==> src/rtl/arm_run_controller.sv <==
// Run/halt/single-step sequencer for the ARM core: holds core reset, gates the
// pipeline clock-enable and counts executed cycles. Optional macro: BREAKPOINT_EN.
module arm_run_controller #(
  parameter int RST_HOLD     = 16,
  parameter bit START_HALTED = 1'b0,
  parameter int CNT_W        = 32
) (
  input  logic             clk,
  input  logic             rst,
  input  logic             run_i,
  input  logic             halt_i,
  input  logic             step_i,
  input  logic [31:0]      pc_i,
  input  logic [31:0]      bp_addr_i,
  input  logic             bp_valid_i,
  output logic             core_rst,
  output logic             core_en,
  output logic             halted,
  output logic             bp_hit,
  output logic [CNT_W-1:0] cycle_cnt,
  output logic [1:0]       state_dbg
);

  typedef enum logic [1:0] {
    S_RESET = 2'd0,
    S_RUN   = 2'd1,
    S_HALT  = 2'd2,
    S_STEP  = 2'd3
  } state_t;

  localparam int HOLD_W = (RST_HOLD > 1) ? $clog2(RST_HOLD) : 1;

  state_t            state;
  state_t            state_n;
  logic [HOLD_W-1:0] hold_cnt;
  logic              hold_done;
  logic              run_q;
  logic              halt_q;
  logic              step_q;
  logic              run_req;
  logic              halt_req;
  logic              step_req;
  logic              hit;

  // Keys are registered once; a level that is already high when reset lifts
  // produces a request only while still in RESET, where it is dropped.
  always_ff @(posedge clk or negedge rst) begin
    if (!rst) begin
      run_q  <= 1'b0;
      halt_q <= 1'b0;
      step_q <= 1'b0;
    end else begin
      run_q  <= run_i;
      halt_q <= halt_i;
      step_q <= step_i;
    end
  end

  assign run_req  = run_i  & ~run_q;
  assign halt_req = halt_i & ~halt_q;
  assign step_req = step_i & ~step_q;

  always_ff @(posedge clk or negedge rst) begin
    if (!rst) begin
      hold_cnt <= '0;
    end else if (state == S_RESET && !hold_done) begin
      hold_cnt <= hold_cnt + HOLD_W'(1);
    end
  end

  assign hold_done = (hold_cnt == HOLD_W'(RST_HOLD - 1));

`ifdef BREAKPOINT_EN
  logic skip;

  // skip lets the core leave a breakpoint PC without immediately re-hitting it.
  always_ff @(posedge clk or negedge rst) begin
    if (!rst) begin
      skip <= 1'b0;
    end else if (state == S_HALT && state_n == S_RUN) begin
      skip <= 1'b1;
    end else if (state == S_RUN) begin
      skip <= 1'b0;
    end
  end

  assign hit = (state == S_RUN) & bp_valid_i & (pc_i == bp_addr_i) & ~skip;
`else
  logic unused_bp;
  assign unused_bp = ^{pc_i, bp_addr_i, bp_valid_i};
  assign hit       = 1'b0;
`endif

  always_ff @(posedge clk or negedge rst) begin
    if (!rst) begin
      state <= S_RESET;
    end else begin
      state <= state_n;
    end
  end

  // Request priority is halt > step > run; each state only honours its own subset.
  always_comb begin
    state_n = state;
    case (state)
      S_RESET: begin
        if (hold_done) begin
          state_n = START_HALTED ? S_HALT : S_RUN;
        end
      end
      S_RUN: begin
        if (halt_req || hit) begin
          state_n = S_HALT;
        end
      end
      S_HALT: begin
        if (step_req) begin
          state_n = S_STEP;
        end else if (run_req) begin
          state_n = S_RUN;
        end
      end
      S_STEP:  state_n = S_HALT;
      default: state_n = S_RESET;
    endcase
  end

  always_comb begin
    core_rst  = (state == S_RESET);
    core_en   = (state == S_RUN) || (state == S_STEP);
    halted    = (state == S_HALT);
    bp_hit    = hit;
    state_dbg = state;
  end

  always_ff @(posedge clk or negedge rst) begin
    if (!rst) begin
      cycle_cnt <= '0;
    end else if (core_en) begin
      cycle_cnt <= cycle_cnt + CNT_W'(1);
    end
  end

endmodule
==> config.mk <==
export PLATFORM = sky130hd
export DESIGN_NAME = arm_run_controller
export DESIGN_NICKNAME = d
export VERILOG_FILES = /design/src/rtl/arm_run_controller.sv
export SDC_FILE = /design/constraint.sdc
export NUM_CORES = 1
export LEC_CHECK = 0
export BUFFER_PORTS_ARGS = -buffer_cell sky130_fd_sc_hd__buf_2
export CAP_MARGIN = 20
export CORE_MARGIN = 2
export CORE_UTILIZATION = 35
export CTS_BUF_LIST = sky130_fd_sc_hd__clkbuf_16
export CTS_CLUSTER_SIZE = 28
export DETAILED_ROUTE_END_ITERATION = 8
export GPL_TIMING_DRIVEN = 0
export PLACE_DENSITY = 0.66
export SYNTH_ARGS = -nofsm -noshare
export SYNTH_HDL_FRONTEND = slang
export SYNTH_SLANG_ARGS = --single-unit
==> constraint.sdc <==
create_clock -name clk -period 3 [get_ports clk]
set_input_delay 0.45 -clock clk [delete_from_list [all_inputs] [get_ports clk]]
set_output_delay 0.45 -clock clk [all_outputs]
set_load 0.01 [all_outputs]
==> impl_results.md <==
* Min cycle time layout at 1940 ps
* Slew Viols, Final at 0
* Worst endpoint data arrival time at approximately 2100 ps
* Max Cap Violations at 0
* CTS tree: yes
* Reg-to-reg slack, setup at 1060 ps
* Top cell type's share of synthesized area at about 53%
* Worst r2r src: cycle_cnt[7]$_DFFE_PN0P_
* Sequential area share after synthesis at a little over half
* VDD IR max at slightly above 0.5 mV
* # setup viols final at 0
* Leakage at about 1.2 nW
* Vias in the first global route at 1,293
* Cell Pwr Density at 754 nW/um2
* Max-Slew Margin vs Limit at between 40% and 50%
* Largest net degree at the start of global routing at between 40 and 50
* Ports at between 100 and 150
* Final std cells w/o fill at between 200 and 300
* Clock sink total at 41
* Mapped Area at about 1900 um2
* Count of different cell masters after synthesis at 35
* Layout area overhead at 25.1%
* Worst clock skew at around 4.7 ps
* Worst skew pair latency at 280 ps
* Path depth of the worst reg2reg path at 6
* Commonest non-fill, non-tap cell in the layout: buf_2
* Tcrit/Tclk final at 64.6%
* # rows at 26
* Largest area contributor in the netlist: dfrtp_1
* Critical Path Sink: cycle_cnt[24]$_DFFE_PN0P_
* CTS Buf Count at 5
* Worst reg2reg path endpoint: cycle_cnt[24]$_DFFE_PN0P_
* Post-CTS Setup Inserts at 0
* Design area at 2400 um2
* Min-Delay Path Class: input port to async pin
* Drt wl/cell at about 13 um
* Post-Synthesis Cells at 168
* Die Ht at between 70 and 80 um
* Status: complete, no violations
* Via density at approximately 4.8
* Avg Inst Size Synth at ~11 um2
* Worst-Margin Slew at between 800 and 900 ps
* Antenna Violating Nets Remaining at 0
* Fmax achieved at approximately 520 MHz
* First-pass GRT wire length at 6560 um
* Unrepaired setup endpoints after global routing: false
* Worst-path clk slew at about 60 ps
* Total power at 1.81 mW
* Starting Density at between 30% and 40%
* Cts repair resizes at 0
* Worst path max stage delay at around 550 ps
* Synthesis Warnings at 0
* Die W at between 70 and 80 um
* Die ar. at 6100 um2
* Antenna Cells at 0
* Layout cells sized above 1 at about 30%
* GP Congestion at approximately 0.73
* Setup crit start: cycle_cnt[7]$_DFFE_PN0P_
* Placement Cell Area at approximately 2200 um2
* PortBufs at around 40
* Critical path class: register to register
* WP data required at about 3200 ps
* Total track usage at 13.9%
* TNS Setup at 0 ps
* Most frequent cells in the layout: 42 x buf_2, 41 x dfrtp_1, 18 x xor2_1
* Post-DP HPWL at between 2000 and 3000 um
* Vias at around 1.4k
* Worst Setup End Kind: register
* Crit-path slowest cell: or4_4
* Fin nets at 288
* Cell family with most CP delay: simple AND/OR/NAND/NOR gates
* Post-synthesis register bit count at slightly above 40
* Worst setup SP type: register
* Final hold vios at 0
* H-tree Lvls at 2
* Clock Root Buffer: clkbuf_16
* Crit-path max FO at 10
* Synth area leaders: dfrtp_1 53%, xor2_1 8.2%, xnor2_1 7.3%
* Post-Syn Nets at 240
* Grt total ovfl at 0
* Clock Tree Buf Depth at 2
* CTS Hold Bufs at 0
* Post-route DRC at 0
* Cells along the critical path: nand3_2 -> or4_4 -> buf_6 -> buf_12 -> nor4_2 -> xor2_1
* Post-Place Cells at 279
* First-pass DRT Iterations at 4
* Stages on the worst setup path at 6
* Core ar. at around 5200 um2
* Routed WL at ~3700 um
* Initial antenna violation count at 0
* DRT iter0 DRCs at 82
* CP Buf/Inv Count at 2
==> through the flow <==
stage | utilization (%) | hold WS (ps) | setup slack (ps)
after floorplan | - | 154 | 1140
after global placement | 42.5 | 453 | 1080
after detailed placement | 42.5 | 460 | 1080
after CTS | 46.2 | 284 | 1040
after global routing | 46.2 | 285 | 928
final | 46.2 | 288 | 1060
==> power by group <==
group          internal (mW)  total, mW  switching, mW
Clock                  0.475      0.680          0.206
Sequential             0.645      0.749          0.104
Combinational          0.176      0.383          0.207
==> worst register-to-register path, cell delays in order, from the launching register on <==
cell and delay (ps):
dfrtp_1 430, nand3_2 140, or4_4 550, buf_6 150, buf_12 140, nor4_2 270
xor2_1 170
==> metal layers <==
| layer | vias up | wire [um] | GRT usage (%) |
|---|---|---|---|
| met2 | 39 | 1570 | 19.1 |
| met1 | 649 | 1790 | 19.5 |
| li1 | 678 | - | - |
| met3 | 7 | 271 | 5.40 |
| met5 | - | 0 | 0 |
| met4 | 0 | 66 | 5.26 |
==> kinds of logic (layout without fill, tap and decap cells) <==
group	after synthesis	in the layout	synth area share [%]
AOI/OAI and AO/OA	4	4	1.56
xor gates and xnor gates	34	34	15.5
adders and majority gates	2	2	1.30
buffers and inverters	10	59	3.45
DFF	41	41	53.4
muxes	2	2	1.17
other	1	1	0.195
and+or+nand+nor	74	74	23.4
==> registers in the layout (all words and copies together), names as in the netlist <==
signal	count
cycle_cnt	32
hold_cnt	4
state_dbg	2
halt_q	1
run_q	1
step_q	1
==> worst min-delay path by stage <==
stage / from / end / slack [ps] / cells after the start
after detailed placement: cycle_cnt[31]$_DFFE_PN0P_ / cycle_cnt[31]$_DFFE_PN0P_ / 460 / 1
final: rst / cycle_cnt[7]$_DFFE_PN0P_ / 290 / 1
after floorplan: rst / cycle_cnt[0]$_DFFE_PN0P_ / 150 / 0
after global placement: cycle_cnt[31]$_DFFE_PN0P_ / cycle_cnt[31]$_DFFE_PN0P_ / 450 / 1
after global routing: step_i / step_q$_DFF_PN0_ / 280 / 1
after CTS: run_i / run_q$_DFF_PN0_ / 280 / 1
==> cells in the mapped netlist <==
library cell	count
or4_4	1
and3_2	1
mux2_2	2
and3_1	4
a31oi_1	1
buf_1	1
clkbuf_1	1
nand2_1	17
buf_6	1
nor2b_1	1
xnor2_1	16
nand4_1	3
nor4_4	2
and2_1	1
ha_1	2
nand3_1	14
buf_2	1
nor4_2	4
conb_1	1
buf_12	1
a32o_1	1
nand2b_1	2
dfrtp_1	41
and4_1	2
a311oi_1	1
a21oi_1	1
nor3_1	6
nor2_1	6
or2_2	1
or3_1	1
xor2_1	18
nand3_2	1
nor4_1	7
inv_1	4
buf_4	1
==> cell type report <==
type,count,area [um2]
fill,504,2800
multi-input combinational,117,830
tap,70,87.6
sequential,41,1030
clock buffer,5,125
buffer,6,51.3
clock inverter,3,65.1
inverter,4,15.0
timing repair buffer,41,205
Note: power is estimated with default switching activity, not from simulation.
